`config.mk`:
```
export PLATFORM = sky130hd
export DESIGN_NAME = apb_mem_slave
export DESIGN_NICKNAME = d
export VERILOG_FILES = /design/src/rtl/apb_pkg.sv /design/src/rtl/apb_wait_ctr.sv /design/src/rtl/apb_mem_slave.sv
export SDC_FILE = /design/constraint.sdc
export NUM_CORES = 1
export LEC_CHECK = 0
export CORE_ASPECT_RATIO = 1.25
export CORE_MARGIN = 3
export CORE_UTILIZATION = 34
export CTS_CLUSTER_DIAMETER = 200
export DETAILED_ROUTE_END_ITERATION = 10
export GPL_ROUTABILITY_DRIVEN = 0
export REMOVE_ABC_BUFFERS = 1
export SYNTH_ARGS = -nofsm -noshare
export SYNTH_HDL_FRONTEND = slang
export SYNTH_HIERARCHICAL = 1
export SYNTH_SLANG_ARGS = --single-unit
```
`constraint.sdc`:
```
create_clock -name PCLK -period 3.3 [get_ports PCLK]
set_clock_uncertainty 0.05 [all_clocks]
set_input_delay 0.495 -clock PCLK [delete_from_list [all_inputs] [get_ports PCLK]]
set_output_delay 0.495 -clock PCLK [all_outputs]
set_load 0.005 [all_outputs]
```
`src/rtl/apb_pkg.sv`:
```
// apb_pkg: shared FSM states, protection attribute layout and bus-width helpers
package apb_pkg;
  typedef enum logic [1:0] {IDLE, WAIT, READY} apb_state_e;
  typedef struct packed {
    logic instr;
    logic nonsec;
    logic priv;
  } apb_prot_t;
  function automatic int calc_align(input int data_width);
    return $clog2(data_width / 8);
  endfunction
endpackage

```
`src/rtl/apb_wait_ctr.sv`:
```
// apb_wait_ctr: loadable down-counter flagging the last wait state
module apb_wait_ctr #(
  parameter int W = 4
) (
  input  logic         clk,
  input  logic         rst,
  input  logic         load,
  input  logic         en,
  input  logic [W-1:0] val,
  output logic         done
);
  logic [W-1:0] cnt_q, cnt_d;
  // load wins over decrement; count saturates at zero
  always_comb cnt_d = load ? val : (en && cnt_q != '0) ? cnt_q - 1'b1 : cnt_q;
  // counter register
  always_ff @(posedge clk) cnt_q <= rst ? '0 : cnt_d;
  assign done = cnt_q == W'(1);
endmodule

```
`src/rtl/apb_mem_slave.sv`:
```
// apb_mem_slave: APB4 completer with byte-strobed word memory and programmable wait states
module apb_mem_slave
  import apb_pkg::*;
#(
  parameter int ADDR_WIDTH = 16,
  parameter int DATA_WIDTH = 32,
  parameter int DEPTH      = 16,
  parameter int WAIT_W     = 4
) (
  input  logic                    PCLK,
  input  logic                    PRESET,
  input  logic                    PSEL,
  input  logic                    PENABLE,
  input  logic [ADDR_WIDTH-1:0]   PADDR,
  input  logic                    PWRITE,
  input  logic [DATA_WIDTH-1:0]   PWDATA,
  input  logic [DATA_WIDTH/8-1:0] PSTRB,
  input  logic [2:0]              PPROT,
  input  logic [WAIT_W-1:0]       cfg_wait,
  output logic [DATA_WIDTH-1:0]   PRDATA,
  output logic                    PREADY,
  output logic                    PSLVERR
);
  localparam int ALIGN = calc_align(DATA_WIDTH);
  localparam int SW = DATA_WIDTH / 8;
  localparam int IW = DEPTH > 1 ? $clog2(DEPTH) : 1;
  localparam logic [ADDR_WIDTH-1:0] AMASK = ADDR_WIDTH'((1 << ALIGN) - 1);

  apb_state_e state_q, state_d;
  logic [ADDR_WIDTH-1:0] addr_q, cur_addr, idx, widx;
  logic [DATA_WIDTH-1:0] wdata_q, prdata_q, prdata_d, rd_word;
  logic [SW-1:0] strb_q;
  apb_prot_t prot_q;
  logic write_q, err_q, pready_q, pready_d, pslverr_q, pslverr_d;
  logic setup, cur_write, cur_err, go_ready, done, mem_we;
  logic [DATA_WIDTH-1:0] mem_q [DEPTH];

  // setup uses the live bus; later phases use the captured transfer
  assign setup     = state_q == IDLE && PSEL && !PENABLE;
  assign cur_addr  = setup ? PADDR : addr_q;
  assign cur_write = setup ? PWRITE : write_q;
  assign idx       = cur_addr >> ALIGN;
  assign cur_err   = (cur_addr & AMASK) != '0 || idx >= ADDR_WIDTH'(DEPTH);
  assign rd_word   = mem_q[idx[IW-1:0]];
  assign go_ready  = (setup && cfg_wait == '0) || (state_q == WAIT && PSEL && done);
  assign widx      = addr_q >> ALIGN;
  assign mem_we    = state_q == READY && PSEL && PENABLE && pready_q && write_q && !err_q;

  apb_wait_ctr #(.W(WAIT_W)) u_wait (
    .clk (PCLK),
    .rst (PRESET),
    .load(setup),
    .en  (state_q == WAIT),
    .val (cfg_wait),
    .done(done)
  );

  // next state and registered response; READY always lasts one cycle
  always_comb begin
    state_d   = state_q;
    pready_d  = go_ready;
    pslverr_d = go_ready && cur_err;
    prdata_d  = go_ready ? ((cur_write || cur_err) ? '0 : rd_word) : prdata_q;
    state_d   = state_q == IDLE ? (setup ? (cfg_wait == '0 ? READY : WAIT) : IDLE) :
                state_q == WAIT ? (!PSEL ? IDLE : done ? READY : WAIT) : IDLE;
  end

  // state and response registers
  always_ff @(posedge PCLK) begin
    if (PRESET) begin
      state_q   <= IDLE;
      prdata_q  <= '0;
      pready_q  <= 1'b0;
      pslverr_q <= 1'b0;
    end else begin
      state_q   <= state_d;
      prdata_q  <= prdata_d;
      pready_q  <= pready_d;
      pslverr_q <= pslverr_d;
    end
  end

  // capture the transfer at setup
  always_ff @(posedge PCLK) begin
    if (PRESET) begin
      addr_q  <= '0;
      write_q <= 1'b0;
      wdata_q <= '0;
      strb_q  <= '0;
      prot_q  <= '0;
      err_q   <= 1'b0;
    end else if (setup) begin
      addr_q  <= PADDR;
      write_q <= PWRITE;
      wdata_q <= PWDATA;
      strb_q  <= PSTRB;
      prot_q  <= apb_prot_t'(PPROT);
      err_q   <= cur_err;
    end
  end

  // memory: cleared on reset, strobed byte-lane write at completion
  always_ff @(posedge PCLK) begin
    if (PRESET) begin
      for (int i = 0; i < DEPTH; i++) mem_q[i] <= '0;
    end else if (mem_we) begin
      for (int b = 0; b < SW; b++)
        if (strb_q[b]) mem_q[widx[IW-1:0]][8*b +: 8] <= wdata_q[8*b +: 8];
    end
  end

  assign PRDATA  = prdata_q;
  assign PREADY  = pready_q;
  assign PSLVERR = pslverr_q;
endmodule

```
==> metrics.sh, run 1 <==
POST_SYNTH_INST_COUNT=1966
NUMBER_OF_PORTS_PLACED_ON_THE_DIE_BOUNDARY=98
ROWS=114
CELL_INTERNAL_PWR_mW=12.8
PWR_TOTAL_mW=16.6
NETSWITCHINGFRACTION_PCT=22.6
SYNTH_COMMONEST_CELLS='sky130_fd_sc_hd__and2_1 (512), sky130_fd_sc_hd__edfxtp_1 (512), sky130_fd_sc_hd__nand2_1 (118)'
CTS.PATH.MAX_BUFFERS=3
AREAGROWTHSYNTHTOFINISH_PCT=17.9
TRITONCTS='yes'
TIMING.HOLD.WORST_PATH_DEPTH=3
POST_ROUTE_NON_FILLER_STANDARD_CELL_COUNT=3228
MAX-CAP-VIOLATIONS=0
SYNTH_SIMPLE_GATE_AREA_SHARE_PCT=17.7
FLOORPLAN.INITIALDENSITY_PCT=34.6
CRIT_TYPE='reg2reg'
MET2_USAGE_PCT=28.6
SETUP_TNS_NS=0
CLOCK_SINK_COUNT=606
ROOT_BUFFER='sky130_fd_sc_hd__clkbuf_16'
TIMING.HOLD.WORST_ENDPOINT='wdata_q[15]'
NETLIST_AREA_UM2=26900
REG2REGPATHDEPTH=5
FIRST_ITER_VIOLATIONS=1209
TRITONCTS.NUM_BUFFERS=60
VIA_COUNT=16000
POST_CTS_RESIZED=0
WORST_ENDPOINT_REQUIRED_TIME_NS=3.79
POSTSYNTH.ASYNCRESETSHARE_PCT=0
DIE_HEIGHT_UM=321
IO_BUFFERS=94
SYNTH_ADDER_AREA_SHARE_PCT=0.0929
SYN-MEAN-INSTANCE-AREA_UM2=13.7
TOTAL_LEAKAGE_POWER_nW=11.9
FINAL_NET_COUNT=2199
FINALHOLDVIOLATIONS=0
SYNTH_TOP_FLOP_CELL='sky130_fd_sc_hd__edfxtp_1'
SYNTH_XOR_XNOR_AREA_SHARE_PCT=0
DIE_WIDTH_UM=258
CRIT_ARRIVAL_NS=3.30
SYNTH_ENABLE_FLOP_CELLS=512
POST-PLACE-CELLS=3115
DRC=0
YOSYS_WARNINGS=6
ROUTED_WIRELENGTH_UM=68300
POWER.CLOCK.FRACTION_PCT=40.0
SLEW_VIOLATIONS=0
HTREEDEPTH=2
POWER.SEQUENTIAL.FRACTION_PCT=52.5
MIN_PERIOD_OVER_PERIOD_PCT=85.1
GRT_FIRST_PASS_WIRELENGTH_UM=102000
MAXCLOCKFREQUENCY_MHz=356
FINALWORSTSETUPSLACK_NS=0.492
POST-DP-HPWL_UM=46700
SYNTH_TOP_FAMILY_BY_AREA='simple AND/OR/NAND/NOR gates'
MET1_USAGE_PCT=20.5
POST_DRT_WL_PER_CELL_UM=21.2
MULTI_INPUT_COMB_AREA_UM2=9180
STARTPOINT_TYPE='flip-flop'
OUTCOME='finished clean'
GLOBAL_ROUTE.PEAK_USAGE_LAYER='met2'
DIE_AREA_UM2=82700
SYNTH.AREA.MUX_SHARE_PCT=11.9
GRT_SETUP_UNREPAIRED='no'
POWER.SHARE.COMBINATIONAL_PCT=7.5
INSERTION_DELAY_NS=0.63
NETLIST_TOP_CELLS_AREA='sky130_fd_sc_hd__edfxtp_1 (57%), sky130_fd_sc_hd__and2_1 (12%), sky130_fd_sc_hd__dfxtp_1 (7.0%)'
SOURCE_OF_THE_WORST_HOLD_TIMING_PATH='PWDATA[15]'
POWER_SWITCHING_mW=3.75
WORST_HOLD_PATH_TYPE='in2reg'
CTS_POST_SETUP_BUFFERS_INSERTED=0
GRT_MAX_DEGREE=68
LAYOUT.FILLER_CELLS=7230
FIRSTDRTPASSITERS=4
SETUP-VIOLATIONS-FINAL=0
POST_PLACEMENT_WORST_SETUP_SLACK_NS=-0.104
MAX-VDD-IR-DROP_V=0.000457
GRT_PASS1_VIAS=16700
SYNTH_COMPOUND_AREA_SHARE_PCT=4.28
ANTENNA_FOUND_INITIAL=2
SYNTH_SEQ_AREA_SHARE_PCT=64.0
WORSTREG2REGSTART='state_q[1]'
YS_FF_LATCH=606
TIMING.REG2REG.SETUP_SLACK_NS=0.49
VIA_PER_INST=4.95
DRT.ANTENNA.VIOLATING_NETS=0
CTSHOLDBUFFERS=0
TIMING.MAX_SLEW.REL_SLACK_PCT=22.7
CP-END-KIND='flip-flop'
LAYOUT.AREA.SEQ_UM2=17300
GRT_USE_TOTAL_PCT=16.4
FINALCRITICALPERIOD_NS=2.81
CRITICAL_PATH.STARTPOINT='state_q[1]'
TIMING.CRITICAL_PATH.FANOUT_MAX=50
DRIVE_ABOVE_1_SHARE_PCT=19.6
CLKSLEWWORSTSETUPHOLDPATHS_NS=0.06
CRITICAL_PATH.REG2REG.ENDPOINT='PRDATA[2]'
MAX_SLEW.WORST_PIN.SLEW_NS=1.16
SYNTH_TOP_CELL_BY_AREA='sky130_fd_sc_hd__edfxtp_1'
GLOBALROUTEOVERFLOWTOTAL=0
SYNTH.DISTINCT_CELLS=50
DESIGN.CORE.AREA_UM2=77900
SYNTH_TOP_CELL_AREA_SHARE_PCT=57.1
MET3_TRACK_USAGE_GR_PCT=2.27
PWR_DENSITY_CELL_nW_PER_UM2=521
[worst max-delay path, cell delays in order, from the launching register on]
cell and delay [ns]:
sky130_fd_sc_hd__dfxtp_1 0.41, sky130_fd_sc_hd__nand3b_4 0.18, sky130_fd_sc_hd__buf_4 0.52, sky130_fd_sc_hd__o21ai_0 0.32
sky130_fd_sc_hd__nor2_4 0.93, sky130_fd_sc_hd__a221o_1 0.29
[how the worst max path moves through the flow]
stage	to	slack (ns)	cells past startpoint
CTS	PRDATA[9]	0.48	9
floorplan	PRDATA[0]	-6.22	8
detailed placement	PRDATA[9]	-0.10	10
global route	PRDATA[5]	0.31	5
finish	PRDATA[2]	0.49	5
global placement	PRDATA[8]	-0.04	10
[cells in the final DEF, fill, tap and decap left out, types with 3 or more instances in the layout]
cell,n
sky130_fd_sc_hd__a221oi_1,32
sky130_fd_sc_hd__a221o_1,32
sky130_fd_sc_hd__and2_1,512
sky130_fd_sc_hd__clkbuf_1,13
sky130_fd_sc_hd__nor2_2,3
sky130_fd_sc_hd__clkdlybuf4s50_1,93
sky130_fd_sc_hd__nor4_1,6
sky130_fd_sc_hd__nand3_1,8
sky130_fd_sc_hd__buf_4,111
sky130_fd_sc_hd__inv_1,3
sky130_fd_sc_hd__edfxtp_1,512
sky130_fd_sc_hd__nor2_1,103
sky130_fd_sc_hd__buf_12,17
sky130_fd_sc_hd__clkinv_2,17
sky130_fd_sc_hd__mux2i_1,98
sky130_fd_sc_hd__clkinvlp_4,5
sky130_fd_sc_hd__nor2b_1,13
sky130_fd_sc_hd__nor3_1,5
sky130_fd_sc_hd__clkbuf_8,6
sky130_fd_sc_hd__o22ai_1,32
sky130_fd_sc_hd__clkbuf_16,62
sky130_fd_sc_hd__nand2_1,118
sky130_fd_sc_hd__dfxtp_1,94
sky130_fd_sc_hd__mux4_2,64
sky130_fd_sc_hd__a21oi_1,52
sky130_fd_sc_hd__or2_2,64
sky130_fd_sc_hd__clkinv_1,4
sky130_fd_sc_hd__mux2_2,64
[cell families (layout without fill, tap and decap cells)]
| group | count (synthesis) | count (layout) |
|---|---|---|
| multiplexers | 230 | 230 |
| AO/OA/AOI/OAI | 158 | 158 |
| buffers and inverters | 120 | 337 |
| adder cells (fa/ha/maj) | 2 | 2 |
| flip-flops | 606 | 606 |
| other | 0 | 1 |
| AND/OR/NAND/NOR | 850 | 850 |
[state kept, by name, summed over array words and instances (netlist names)]
signal and cells:
strb_q 4, u_wait/cnt_q 4, state_q 2, PREADY 1, write_q 1, err_q 1, PRDATA 32, PSLVERR 1
mem_q 512, addr_q 16, wdata_q 32
[routing by layer]
layer,part of all wire [%],vias to the layer above
met5,0.019,-
met4,4.1,2
met3,4.2,129
met2,50,401
met1,42,7978
li1,-,7478
[layout make-up]
cell class / count / area share, %
Antenna cell: 1 / 0.00788
Clock buffer: 81 / 5.30
Clock inverter: 31 / 0.709
Inverter: 4 / 0.0551
Multi-Input combinational cell: 1240 / 28.9
Sequential cell: 606 / 54.3
Tap cell: 1044 / 4.11
Timing Repair Buffer: 221 / 6.62
[power by group through the flow]
stage	registers [mW]	clock network [mW]	logic (mW)
6_report	8.70	6.62	1.24
5_1_grt	8.73	7.04	1.33
4_1_cts	8.70	6.76	1.26
2_1_floorplan	8.76	0	0.810
3_5_place_dp	8.86	0	1.26
3_3_place_gp	8.84	0	1.24
[per-stage QoR]
| stage | util, % | hold WS, ns | area [µm²] |
|---|---|---|---|
| floorplan | - | 0.380 | 26400 |
| global placement | 38.3 | 0.392 | 29900 |
| detailed placement | 38.3 | 0.400 | 29900 |
| CTS | 40.8 | 0.327 | 31800 |
| global route | 40.8 | 0.371 | 31800 |
| finish | 40.8 | 0.372 | 31800 |
(Power assumes the default switching activity.)
==> run 2, diff against run 1 <==
--- a/config.mk
+++ b/config.mk
@@ -11,6 +11,7 @@
 export CTS_CLUSTER_DIAMETER = 200
 export DETAILED_ROUTE_END_ITERATION = 10
 export GPL_ROUTABILITY_DRIVEN = 0
+export HOLD_SLACK_MARGIN = 0.1
 export REMOVE_ABC_BUFFERS = 1
 export SYNTH_ARGS = -nofsm -noshare
 export SYNTH_HDL_FRONTEND = slang
==> results of run 2 <==
Same layout as run 1: the final DEF is identical, and so are final timing and power.
==> run 3, diff against run 2 <==
--- a/config.mk
+++ b/config.mk
@@ -7,7 +7,7 @@
 export LEC_CHECK = 0
 export CORE_ASPECT_RATIO = 1.25
 export CORE_MARGIN = 3
-export CORE_UTILIZATION = 34
+export CORE_UTILIZATION = 45
 export CTS_CLUSTER_DIAMETER = 200
 export DETAILED_ROUTE_END_ITERATION = 10
 export GPL_ROUTABILITY_DRIVEN = 0
==> run 3 against run 2 <==
  * Worst hold slack improved by 0.016 ns
  * Via count shrank 1.3%
  * Final cell count is 9.4% lower
  * Fmax increased by 4.2%
  * Total power grew 0.32%
  * Critical path depth increased by 5
  * Sequential power is essentially flat
  * Clock power increased by 1%
  * Largest cell class unchanged
  * Combinational power about the same
==> metrics.sh, run 3 (synthesized netlist as in run 1, its figures left out) <==
FINISH.INSTANCE_AREA_UM2=31400  # was 31,800 µm²
MAX_SLEW.WORST_PIN.SLEW_NS=0.783  # was 1.16 ns
HTREEDEPTH=2  # unchanged
DIE_WIDTH_UM=225  # was 258 µm
POST_DRT_WL_PER_CELL_UM=22.3  # was 21.2 µm
SETUP_TNS_NS=0  # unchanged
POST-ROUTE-UTIL_PCT=53.3  # was 40.8%
MET3_WIRELENGTH_UM=3630  # was 2870 µm
CRIT_TYPE='reg2reg'  # unchanged
ROUTE.TOP_LAYER_USED='met5'  # unchanged
VIA_PER_INST=5.40  # was 4.95
STARTPOINT_TYPE='flip-flop'  # unchanged
SETUP-VIOLATIONS-FINAL=0  # unchanged
CTSHOLDBUFFERS=0  # unchanged
DRC=0  # unchanged
WORSTPATHCELLLIST='nor2_2 -> nand3b_4 -> inv_4 -> buf_4 -> mux2i_1 -> o32ai_1 -> nand4_1 -> buf_12 -> nor2_1 -> a221o_1'  # was nand3b_4 -> buf_4 -> o21ai_0 -> nor2_4 -> a221o_1
TRITONCTS='yes'  # unchanged
DRIVE_ABOVE_1_SHARE_PCT=18.6  # was 19.6%
CTS.PATH.MAX_BUFFERS=3  # unchanged
PWR_DENSITY_CELL_nW_PER_UM2=530  # was 521 nW/µm²
IO_BUFFERS=94  # unchanged
POST_PLACEMENT_WORST_SETUP_SLACK_NS=0.0238  # was -0.104 ns
CRITICAL_PATH.REG2REG.ENDPOINT='PRDATA[10]'  # was PRDATA[2]
CRITICAL_PATH.STARTPOINT='state_q[0]'  # was state_q[1]
ROUTED_WIRELENGTH_UM=65200  # was 68,300 µm
DESIGN.CORE.AREA_UM2=58800  # was 77,900 µm²
SOURCE_OF_THE_WORST_HOLD_TIMING_PATH='PWDATA[27]'  # was PWDATA[15]
CTS_POST_SETUP_BUFFERS_INSERTED=0  # unchanged
GRT_SETUP_UNREPAIRED='no'  # unchanged
PLACE_AREA_UM2=29400  # was 29,900 µm²
LAYOUT.AREA.SEQ_UM2=17300  # unchanged
TIMING.MAX_SLEW.REL_SLACK_PCT=47.7  # was 22.7%
TOP_REGISTER='mem_q'  # unchanged
CRIT_PATH_TOP_DELAY_CELL='sky130_fd_sc_hd__buf_4'  # was sky130_fd_sc_hd__nor2_4
MULTI_INPUT_COMB_AREA_UM2=9180  # about the same
INSERTION_DELAY_NS=0.61  # was 0.63 ns
REG2REGPATHDEPTH=10  # was 5
FINALWORSTSETUPSLACK_NS=0.604  # was 0.492 ns
DIE_AREA_UM2=62900  # was 82,700 µm²
CLOCK_SINK_COUNT=606  # unchanged
CPPEAKSTAGEDELAY_NS=0.43  # was 0.93 ns
WORST_ENDPOINT_REQUIRED_TIME_NS=3.79  # about the same
CP-END-KIND='flip-flop'  # unchanged
SLEW_VIOLATIONS=0  # unchanged
ROWS=99  # was 114
OUTCOME='finished clean'  # unchanged
MAX-VDD-IR-DROP_V=0.000447  # was 0.000457 V
TRITONCTS.NUM_BUFFERS=59  # was 60
POST-DP-HPWL_UM=42900  # was 46,700 µm
LAYOUT.FILLER_CELLS=4891  # was 7,230
TIMING.HOLD.WORST_PATH_DEPTH=3  # unchanged
COMMONEST_CELLS_AFTER_ROUTING_FILL_AND_TAPS_ASIDE='sky130_fd_sc_hd__and2_1 (512), sky130_fd_sc_hd__edfxtp_1 (512), sky130_fd_sc_hd__nand2_1 (118)'  # unchanged
MIN_PERIOD_OVER_PERIOD_PCT=81.7  # was 85.1%
FIRSTDRTPASSITERS=5  # was 4
POST_ROUTE_NON_FILLER_STANDARD_CELL_COUNT=2924  # was 3,228
FLOORPLAN.INITIALDENSITY_PCT=45.8  # was 34.6%
NUMBER_OF_PORTS_PLACED_ON_THE_DIE_BOUNDARY=98  # unchanged
MAX-CAP-VIOLATIONS=0  # unchanged
VIA_COUNT=15800  # was 16,000
LARGEST_REG_FLOPS=512  # unchanged
ROOT_BUFFER='sky130_fd_sc_hd__clkbuf_16'  # unchanged
GLOBALROUTEOVERFLOWTOTAL=0  # unchanged
MAXCLOCKFREQUENCY_MHz=371  # was 356 MHz
TIMING.REG2REG.SETUP_SLACK_NS=0.60  # was 0.49 ns
TOTAL_LEAKAGE_POWER_nW=11.9  # about the same
CLKSLEWWORSTSETUPHOLDPATHS_NS=0.06  # about the same
POST-PLACE-CELLS=2812  # was 3,115
HOLD-WORST-SLACK_NS=0.388  # was 0.372 ns
WL_MET1_UM=25600  # was 28,500 µm
TIMING.HOLD.WORST_ENDPOINT='wdata_q[27]'  # was wdata_q[15]
GRT_PASS1_VIAS=16600  # was 16,700
DIE_HEIGHT_UM=280  # was 321 µm
FINALHOLDVIOLATIONS=0  # unchanged
FINALCRITICALPERIOD_NS=2.70  # was 2.81 ns
TIMING.CRITICAL_PATH.FANOUT_MAX=48  # was 50
WORSTREG2REGSTART='state_q[0]'  # was state_q[1]
POST_CTS_RESIZED=0  # unchanged
ROUTE.MET2.WL_UM=33900  # was 34,200 µm
GRT_FIRST_PASS_WIRELENGTH_UM=97900  # was 102,000 µm
WORST_HOLD_PATH_TYPE='in2reg'  # unchanged
ANTENNA_FOUND_INITIAL=2  # unchanged
FINAL_NET_COUNT=2182  # was 2,199
GRT_USE_TOTAL_PCT=20.8  # was 16.4%
GRT_MAX_DEGREE=132  # was 68
FIRST_ITER_VIOLATIONS=1276  # was 1,209
DRT.ANTENNA.VIOLATING_NETS=0  # unchanged
CRIT_ARRIVAL_NS=3.19  # was 3.30 ns
AREAGROWTHSYNTHTOFINISH_PCT=16.4  # was 17.9%
PWR_TOTAL_mW=16.6  # about the same
-- run 3: report_power, final --
part	switching [mW]	total (mW)	internal (mW)
Combinational	0.663	1.21	0.550
Clock	2.83	6.71	3.89
Sequential	0.167	8.68	8.52
-- run 3: area by class of cell --
type                            instances  area share [%]
Timing Repair Buffer                  205            6.49
Multi-Input combinational cell       1240            29.3
Tap cell                              757            3.02
Clock inverter                         27           0.826
Antenna cell                            1         0.00798
Clock buffer                           84            5.30
Inverter                                4          0.0559
Sequential cell                       606            55.0
-- run 3: metal layers --
layer  up-vias  GRT usage, %
met2       383          37.2
met5         -             0
li1       7455             -
met3       110          3.98
met4         2          7.27
met1      7825          25.0
-- run 3: critical path, delay by kind of cell (launching register included) --
kind / cells / cell delay (ns)
AOI/OAI and AO/OA: 2 / 0.48
muxes: 1 / 0.17
DFF: 1 / 0.34
buffers and inverters: 3 / 0.80
and+or+nand+nor: 4 / 0.74
-- run 3: worst max-delay path by stage --
stage | depth (start not counted) | to | slack (ns)
after floorplan | 8 | PRDATA[0] | -6.22
after global placement | 11 | PRDATA[0] | 0.05
after detailed placement | 11 | PRDATA[10] | 0.02
after CTS | 10 | PRDATA[10] | 0.61
after global routing | 10 | PRDATA[10] | 0.39
final | 10 | PRDATA[10] | 0.60
